[src/rtl/bus_arb_pkg.sv]
// Shared definitions for the Zorro II DMA bus arbiter: state encoding,
// default timing parameters, counter width and the registered output bundle.
package bus_arb_pkg;

  localparam int unsigned CNT_W              = 8;
  localparam int unsigned TIMEOUT_CYCLES_DEF = 255;
  localparam int unsigned CPU_MIN_CYCLES_DEF = 4;

  typedef logic [CNT_W-1:0] cnt_t;

  typedef enum logic [2:0] {
    ST_IDLE     = 3'd0,
    ST_CPU_REQ  = 3'd1,
    ST_MB_GRANT = 3'd2,
    ST_DMA      = 3'd3,
    ST_RELEASE  = 3'd4,
    ST_HOLDOFF  = 3'd5
  } arb_state_e;

  // Every arbiter output lives in one register bundle so that no input can
  // reach an output without passing through a flop.
  typedef struct packed {
    logic cpu_br_n;
    logic cpu_bgack_n;
    logic mb_bg_n;
    logic drive_en;
    logic dma_active;
    logic grant_timeout;
  } arb_out_t;

  localparam arb_out_t OUT_RESET = '{
    cpu_br_n:      1'b1,
    cpu_bgack_n:   1'b1,
    mb_bg_n:       1'b1,
    drive_en:      1'b1,
    dma_active:    1'b0,
    grant_timeout: 1'b0
  };

endpackage

[src/rtl/bus_arbiter_if.sv]
// Bus handshake bundle between the on-board CPU, the motherboard DMA master
// and the arbiter. The slave view belongs to the arbiter, the master view to
// the surrounding board logic.
interface bus_arbiter_if;

  logic MB_BR_n;
  logic MB_BGACK_n;
  logic AS_CPU_n;
  logic CPU_BG_n;

  logic CPU_BR_n;
  logic CPU_BGACK_n;
  logic MB_BG_n;
  logic MB_DRIVE_EN;
  logic DMA_ACTIVE;
  logic GRANT_TIMEOUT;

  // AS_MB_n / R/W / address buffer output enable, and the fastram/ATA strobe
  // source select (1 = decoders take strobes from the motherboard).
  logic AS_MB_OE;
  logic DEC_MB_STROBE;

  modport slave (
    input  MB_BR_n, MB_BGACK_n, AS_CPU_n, CPU_BG_n,
    output CPU_BR_n, CPU_BGACK_n, MB_BG_n, MB_DRIVE_EN, DMA_ACTIVE,
           GRANT_TIMEOUT, AS_MB_OE, DEC_MB_STROBE
  );

  modport master (
    output MB_BR_n, MB_BGACK_n, AS_CPU_n, CPU_BG_n,
    input  CPU_BR_n, CPU_BGACK_n, MB_BG_n, MB_DRIVE_EN, DMA_ACTIVE,
           GRANT_TIMEOUT, AS_MB_OE, DEC_MB_STROBE
  );

endinterface

[src/rtl/sync2.sv]
// Two-flop synchronizer with asynchronous reset to a selectable idle value.
module sync2 #(
  parameter logic RST_VAL = 1'b1
) (
  input  logic i_clk,
  input  logic i_rst,
  input  logic i_d,
  output logic o_q
);

  logic r_meta;
  logic r_q;

  // Two-stage capture of the asynchronous input
  always_ff @(posedge i_clk or posedge i_rst) begin
    if (i_rst) begin
      r_meta <= RST_VAL;
      r_q    <= RST_VAL;
    end else begin
      r_meta <= i_d;
      r_q    <= r_meta;
    end
  end

  assign o_q = r_q;

endmodule

[src/rtl/bus_arbiter.sv]
// Arbitrates bus ownership between the on-board CPU and a Zorro II DMA
// master: requests the bus from the CPU, grants it to the motherboard master,
// withdraws stale grants after a timeout and enforces a CPU hold-off window
// after every DMA tenure.
module bus_arbiter
  import bus_arb_pkg::*;
#(
  parameter int unsigned TIMEOUT_CYCLES = TIMEOUT_CYCLES_DEF,
  parameter int unsigned CPU_MIN_CYCLES = CPU_MIN_CYCLES_DEF
) (
  input  logic         C7M,
  input  logic         RESET,
  bus_arbiter_if.slave bus
);

  localparam logic [CNT_W:0] TMO_LIMIT = TIMEOUT_CYCLES[CNT_W:0];
  localparam cnt_t           HOLD_LOAD = CPU_MIN_CYCLES[CNT_W-1:0];
  localparam cnt_t           CNT_ONE   = cnt_t'(1);

  logic           w_br_raw;
  logic           w_bgack_raw;
  logic           w_sbr;
  logic           w_sbgack;
  logic [CNT_W:0] w_tmo_inc;

  arb_state_e r_state;
  arb_state_e w_state_nxt;
  arb_out_t   r_out;
  arb_out_t   w_out_nxt;
  cnt_t       r_tmo_cnt;
  cnt_t       w_tmo_cnt_nxt;
  cnt_t       r_hold_cnt;
  cnt_t       w_hold_cnt_nxt;

  sync2 #(.RST_VAL(1'b1)) u_sync_br (
    .i_clk (C7M),
    .i_rst (RESET),
    .i_d   (bus.MB_BR_n),
    .o_q   (w_br_raw)
  );

  sync2 #(.RST_VAL(1'b1)) u_sync_bgack (
    .i_clk (C7M),
    .i_rst (RESET),
    .i_d   (bus.MB_BGACK_n),
    .o_q   (w_bgack_raw)
  );

  assign w_sbr     = ~w_br_raw;
  assign w_sbgack  = ~w_bgack_raw;
  assign w_tmo_inc = {1'b0, r_tmo_cnt} + {{CNT_W{1'b0}}, 1'b1};

  // State, counters and the output bundle advance together on C7M
  always_ff @(posedge C7M or posedge RESET) begin
    if (RESET) begin
      r_state    <= ST_IDLE;
      r_out      <= OUT_RESET;
      r_tmo_cnt  <= '0;
      r_hold_cnt <= '0;
    end else begin
      r_state    <= w_state_nxt;
      r_out      <= w_out_nxt;
      r_tmo_cnt  <= w_tmo_cnt_nxt;
      r_hold_cnt <= w_hold_cnt_nxt;
    end
  end

  // Next state and next registered outputs; outputs change only on transitions
  always_comb begin
    w_state_nxt    = r_state;
    w_out_nxt      = r_out;
    w_tmo_cnt_nxt  = r_tmo_cnt;
    w_hold_cnt_nxt = r_hold_cnt;

    unique case (r_state)
      ST_IDLE: begin
        if (w_sbr && (r_hold_cnt == '0)) begin
          w_state_nxt        = ST_CPU_REQ;
          w_out_nxt.cpu_br_n = 1'b0;
        end
      end

      ST_CPU_REQ: begin
        if (!w_sbr) begin
          w_state_nxt           = ST_RELEASE;
          w_out_nxt.cpu_br_n    = 1'b1;
          w_out_nxt.cpu_bgack_n = 1'b1;
        end else if (!bus.CPU_BG_n && bus.AS_CPU_n) begin
          w_state_nxt        = ST_MB_GRANT;
          w_out_nxt.drive_en = 1'b0;
          w_out_nxt.mb_bg_n  = 1'b0;
          w_tmo_cnt_nxt      = '0;
        end
      end

      ST_MB_GRANT: begin
        if (w_sbgack) begin
          w_state_nxt           = ST_DMA;
          w_out_nxt.mb_bg_n     = 1'b1;
          w_out_nxt.dma_active  = 1'b1;
          w_out_nxt.cpu_bgack_n = 1'b0;
        end else if (!w_sbr) begin
          w_state_nxt           = ST_RELEASE;
          w_out_nxt.mb_bg_n     = 1'b1;
          w_out_nxt.cpu_br_n    = 1'b1;
          w_out_nxt.cpu_bgack_n = 1'b1;
        end else if (w_tmo_inc == TMO_LIMIT) begin
          // The grant has now been low for TIMEOUT_CYCLES full cycles.
          w_state_nxt             = ST_RELEASE;
          w_out_nxt.mb_bg_n       = 1'b1;
          w_out_nxt.cpu_br_n      = 1'b1;
          w_out_nxt.cpu_bgack_n   = 1'b1;
          w_out_nxt.grant_timeout = 1'b1;
          w_tmo_cnt_nxt           = '0;
        end else begin
          w_tmo_cnt_nxt = w_tmo_inc[CNT_W-1:0];
        end
      end

      ST_DMA: begin
        if (!w_sbgack) begin
          w_state_nxt           = ST_RELEASE;
          w_out_nxt.dma_active  = 1'b0;
          w_out_nxt.cpu_br_n    = 1'b1;
          w_out_nxt.cpu_bgack_n = 1'b1;
        end
      end

      ST_RELEASE: begin
        // Buffers come back one cycle after entry, after DMA_ACTIVE has dropped.
        w_out_nxt.drive_en = 1'b1;
        if (bus.CPU_BG_n) begin
          w_state_nxt    = ST_HOLDOFF;
          w_hold_cnt_nxt = HOLD_LOAD;
        end
      end

      ST_HOLDOFF: begin
        if (r_hold_cnt <= CNT_ONE) begin
          w_state_nxt    = ST_IDLE;
          w_hold_cnt_nxt = '0;
        end else begin
          w_hold_cnt_nxt = r_hold_cnt - CNT_ONE;
        end
      end

      default: begin
        w_state_nxt = ST_IDLE;
      end
    endcase
  end

  assign bus.CPU_BR_n      = r_out.cpu_br_n;
  assign bus.CPU_BGACK_n   = r_out.cpu_bgack_n;
  assign bus.MB_BG_n       = r_out.mb_bg_n;
  assign bus.MB_DRIVE_EN   = r_out.drive_en;
  assign bus.DMA_ACTIVE    = r_out.dma_active;
  assign bus.GRANT_TIMEOUT = r_out.grant_timeout;
  assign bus.AS_MB_OE      = r_out.drive_en;
  assign bus.DEC_MB_STROBE = r_out.dma_active;

endmodule

[src/flat_wrapper.sv]
// flat-port wrapper written by rule: the top's interface ports become plain ports
module bus_arbiter_flat import bus_arb_pkg::*;
#(
  parameter int unsigned TIMEOUT_CYCLES = TIMEOUT_CYCLES_DEF,
  parameter int unsigned CPU_MIN_CYCLES = CPU_MIN_CYCLES_DEF
)
  (C7M, RESET, bus_MB_BR_n, bus_MB_BGACK_n, bus_AS_CPU_n, bus_CPU_BG_n, bus_CPU_BR_n, bus_CPU_BGACK_n, bus_MB_BG_n, bus_MB_DRIVE_EN, bus_DMA_ACTIVE, bus_GRANT_TIMEOUT, bus_AS_MB_OE, bus_DEC_MB_STROBE);
  bus_arbiter_if bus_i ();
  input  logic C7M;
  input  logic RESET;
  input wire logic [$bits(bus_i.MB_BR_n)-1:0] bus_MB_BR_n;
  input wire logic [$bits(bus_i.MB_BGACK_n)-1:0] bus_MB_BGACK_n;
  input wire logic [$bits(bus_i.AS_CPU_n)-1:0] bus_AS_CPU_n;
  input wire logic [$bits(bus_i.CPU_BG_n)-1:0] bus_CPU_BG_n;
  output wire logic [$bits(bus_i.CPU_BR_n)-1:0] bus_CPU_BR_n;
  output wire logic [$bits(bus_i.CPU_BGACK_n)-1:0] bus_CPU_BGACK_n;
  output wire logic [$bits(bus_i.MB_BG_n)-1:0] bus_MB_BG_n;
  output wire logic [$bits(bus_i.MB_DRIVE_EN)-1:0] bus_MB_DRIVE_EN;
  output wire logic [$bits(bus_i.DMA_ACTIVE)-1:0] bus_DMA_ACTIVE;
  output wire logic [$bits(bus_i.GRANT_TIMEOUT)-1:0] bus_GRANT_TIMEOUT;
  output wire logic [$bits(bus_i.AS_MB_OE)-1:0] bus_AS_MB_OE;
  output wire logic [$bits(bus_i.DEC_MB_STROBE)-1:0] bus_DEC_MB_STROBE;
  assign bus_i.MB_BR_n = bus_MB_BR_n;
  assign bus_i.MB_BGACK_n = bus_MB_BGACK_n;
  assign bus_i.AS_CPU_n = bus_AS_CPU_n;
  assign bus_i.CPU_BG_n = bus_CPU_BG_n;
  assign bus_CPU_BR_n = bus_i.CPU_BR_n;
  assign bus_CPU_BGACK_n = bus_i.CPU_BGACK_n;
  assign bus_MB_BG_n = bus_i.MB_BG_n;
  assign bus_MB_DRIVE_EN = bus_i.MB_DRIVE_EN;
  assign bus_DMA_ACTIVE = bus_i.DMA_ACTIVE;
  assign bus_GRANT_TIMEOUT = bus_i.GRANT_TIMEOUT;
  assign bus_AS_MB_OE = bus_i.AS_MB_OE;
  assign bus_DEC_MB_STROBE = bus_i.DEC_MB_STROBE;
  bus_arbiter #(.TIMEOUT_CYCLES(TIMEOUT_CYCLES), .CPU_MIN_CYCLES(CPU_MIN_CYCLES)) u_core (.C7M(C7M), .RESET(RESET), .bus(bus_i));
endmodule
[config.mk]
export PLATFORM = sky130hd
export DESIGN_NAME = bus_arbiter_flat
export DESIGN_NICKNAME = d
export VERILOG_FILES = /design/src/rtl/bus_arb_pkg.sv /design/src/rtl/bus_arbiter_if.sv /design/src/rtl/sync2.sv /design/src/rtl/bus_arbiter.sv /design/src/flat_wrapper.sv
export SDC_FILE = /design/constraint.sdc
export NUM_CORES = 1
export LEC_CHECK = 0
export BUFFER_PORTS_ARGS = -buffer_cell sky130_fd_sc_hd__buf_2
export CAP_MARGIN = 10
export CORE_ASPECT_RATIO = 0.75
export CORE_MARGIN = 3
export CORE_UTILIZATION = 32
export CTS_BUF_LIST = sky130_fd_sc_hd__clkbuf_16
export DETAILED_ROUTE_END_ITERATION = 16
export HOLD_SLACK_MARGIN = 0.08
export PLACE_DENSITY = 0.53
export SLEW_MARGIN = 25
export SYNTH_ARGS = -nofsm -noshare
export SYNTH_HDL_FRONTEND = slang
export SYNTH_SLANG_ARGS = --single-unit
[constraint.sdc]
create_clock -name C7M -period 3.2 [get_ports C7M]
set_input_delay 0.64 -clock C7M [delete_from_list [all_inputs] [get_ports C7M]]
set_output_delay 0.64 -clock C7M [all_outputs]
set_load 0.01 [all_outputs]
==> impl_metrics.tcl <==
set metrics [dict create \
    cts_resized 0 \
    critPathKind "reg2reg" \
    grt_pass1_vias 1190 \
    hpwl_mm 2.374 \
    r2r_cells 7 \
    ys_warn_count 0 \
    clk_path_buf_depth 2 \
    p_total_w 0.0008168 \
    cts_root_buf "clkbuf_16" \
    fin_setup_tns_ns 0 \
    synth_simple_gate_area_share_pct 23.06 \
    die_y_um 67.46 \
    areaGrowthSynthToFinish_pct 15.14 \
    cts_tree "done" \
    r2r-start "u_core.r_tmo_cnt[0]$_DFFE_PP0P_" \
    worst-r2r-setup-slack_ns 0.95 \
    htreeDepth 2 \
    grt_max_degree 28 \
    synth_adder_area_share_pct 3.106 \
    seq_area_frac_synth_pct 45.65 \
    layout_common_cells "28 x nand2_1, 21 x dfrtp_1, 20 x o21ai_0" \
    synth_compound_area_share_pct 19.02 \
    grt_overflow 0 \
    start_util_pct 34.65 \
    tightest_slew_ns 0.6489 \
    vias 1291 \
    drc 0 \
    antenna_found_initial 0 \
    fin_crit_sh_pct 70.38 \
    syn-num-nets 191 \
    async_reset_ff_share_pct 100.0 \
    synth_area_mm2 0.001612 \
    coreArea_mm2 0.004651 \
    via_per_inst 5.083 \
    synth.avg_cell_area_um2 8.904 \
    grt_pass1_wl_mm 5.940 \
    max_slew_margin_pct 56.45 \
    maxCapViolCount 0 \
    num-nets-final 206 \
    yosys_register_bits 29 \
    setup_viol 0 \
    wl_mm 3.278 \
    yosys-mux-area-fraction_pct 1.863 \
    antenna_cells 0 \
    synth_top_family_by_area "simple AND/OR/NAND/NOR gates" \
    hold_path_class "reg2reg" \
    die_w_um 87.95 \
    crit_path_end_kind "register" \
    die_area_mm2 0.005932 \
    critPathArrivalTime_ns 2.41 \
    drt_first_pass_iters 4 \
    finalCriticalPeriod_ns 2.252 \
    grt_use_total_pct 13.02 \
    ios 14 \
    drive_gt1_share_pct 17.77 \
    wl_met1_mm 1.834 \
    vdd_drop_max_mv 0.2192 \
    yosys.area.top_type "dfrtp_1" \
    layout_commonest_cell "nand2_1" \
    r2r-end "u_core.r_tmo_cnt[5]$_DFFE_PP0P_" \
    cellPowerDensity_mw_per_mm2 440.2 \
    clkLatencyLatePin_ns 0.27 \
    syn_inst 181 \
    rsz0062_at_grt "false" \
    clkTransAtPathRegs_ns 0.05 \
    met3WireLength_um 214 \
    met2_length_mm 1.229 \
    worstPathRequired_ns 3.36 \
    rows 21 \
    port_buffers 13 \
    skew_ns 0.008494 \
    start_kind "register" \
    drt_iter0_drc 109 \
    synthTopCellsByArea "dfrtp_1 33%, dfstp_2 13%, nand2_1 6.5%" \
    gp_congestion 0.8129 \
    min_to "u_core.u_sync_bgack.o_q$_DFF_PP1_" \
    clock.fmax_mhz 444.0 \
    crit_path_max_fanout 13 \
    wl_per_cell_um 12.91 \
    cts_hold_buf 0 \
    synth_xor_area_share_pct 2.717 \
    clkSinkCount 29 \
    ant_nets 0 \
    yosysTopAreaCellShare_pct 32.61 \
    outcome "complete, no violations" \
    hold_path_depth 0 \
    leakage_nw 0.8181 \
    slew_viol_final 0 \
    synth-edff-count 0 \
    finalHoldViolCount 0 \
    dr.max_layer_used "met3" \
    cts_buffers 5 \
    synth_cell_types 42 \
    cts_setup_buffers 0 \
    synth_ff_type "dfrtp_1" \
    worstHoldStart "u_core.u_sync_bgack.r_meta$_DFF_PP1_" \
]
==> layout make-up <==
class	instances	area (um^2)
fill	467	2795
multi-input combinational	137	802.0
sequential	29	735.7
clock buffer	5	125.1
timing repair buffer	15	80.08
tap	57	71.32
inverter	8	30.03
clock inverter	3	11.26
==> worst max-delay path: stages, from the launching register on <==
cell and delay (ns):
dfrtp_1 0.46, ha_1 0.35, nand3_2 0.14, xnor2_1 0.17, o2111ai_1 0.17, o21bai_2 0.48
nor3_1 0.10, a211o_1 0.28
==> kinds of logic (layout without fill, tap and decap cells) <==
| logic type | count (synthesis) | in the layout |
|---|---|---|
| and+or+nand+nor | 78 | 78 |
| AOI/OAI and AO/OA | 47 | 47 |
| adders and majority gates | 4 | 4 |
| buffers and inverters | 15 | 31 |
| DFF | 29 | 29 |
| muxes | 3 | 3 |
| xor gates and xnor gates | 5 | 5 |
==> layer usage <==
layer  global-route usage [%]  vias up
met2                    16.26       36
met3                    3.780        0
met5                        0        -
met1                    20.95      594
met4                    3.448        0
li1                         -      661
==> per-stage QoR <==
step	setup WS (ns)	instance area, um^2	util [%]	hold slack, ns	std cells
4_1_cts	0.9730	1856	39.90	0.3508	254
6_report	0.9480	1856	39.90	0.3480	254
3_5_place_dp	0.9854	1719	36.97	0.3481	246
3_3_place_gp	1.054	1719	36.97	0.3471	246
5_1_grt	0.7366	1856	39.90	0.3546	254
2_1_floorplan	1.341	1612	-	0.3452	181
==> where the power goes <==
| part | internal [W] | leakage (nW) | switching, W | total [W] |
|---|---|---|---|---|
| Combinational | 0.00000444 | 0.429 | 0.00000987 | 0.0000143 |
| Clock | 0.000278 | 0.0738 | 0.000149 | 0.000428 |
| Sequential | 0.000372 | 0.315 | 0.00000243 | 0.000375 |
| Total | 0.000655 | 0.818 | 0.000162 | 0.000817 |
==> worst max path at each step <==
stage                                          startpoint                         endpoint  slack (ns)  depth (start not counted)
after detailed placement  u_core.r_tmo_cnt[0]$_DFFE_PP0P_  u_core.r_tmo_cnt[5]$_DFFE_PP0P_        0.99                          7
after floorplan           u_core.r_tmo_cnt[0]$_DFFE_PP0P_  u_core.r_tmo_cnt[5]$_DFFE_PP0P_        1.34                          8
after global routing      u_core.r_tmo_cnt[0]$_DFFE_PP0P_  u_core.r_tmo_cnt[5]$_DFFE_PP0P_        0.74                          7
after CTS                 u_core.r_tmo_cnt[0]$_DFFE_PP0P_  u_core.r_tmo_cnt[5]$_DFFE_PP0P_        0.97                          7
final                     u_core.r_tmo_cnt[0]$_DFFE_PP0P_  u_core.r_tmo_cnt[5]$_DFFE_PP0P_        0.95                          7
after global placement    u_core.r_tmo_cnt[0]$_DFFE_PP0P_  u_core.r_tmo_cnt[5]$_DFFE_PP0P_        1.05                          7
==> synth_stat cells (all sizes together), types with 4 or more instances <==
cell and count:
nand2b 11, ha 4, o31ai 4, nor3 9
buf 5, nand2 28, nor2 16, o21ai 21
nand3 4, dfstp 8, dfrtp 21, inv 8
a21oi 6
==> state kept, by name, summed over array words and instances (netlist names) <==
signal,count
u_core.bus.CPU_BR_n,1
u_core.bus.MB_BG_n,1
u_core.bus.DEC_MB_STROBE,1
u_core.bus.GRANT_TIMEOUT,1
u_core.bus.CPU_BGACK_n,1
u_core.bus.AS_MB_OE,1
u_core.r_hold_cnt,8
u_core.u_sync_br.r_meta,1
u_core.u_sync_bgack.r_meta,1
u_core.u_sync_br.o_q,1
u_core.r_tmo_cnt,8
u_core.u_sync_bgack.o_q,1
u_core.r_state,3
Power figures use the tool's default switching activity.
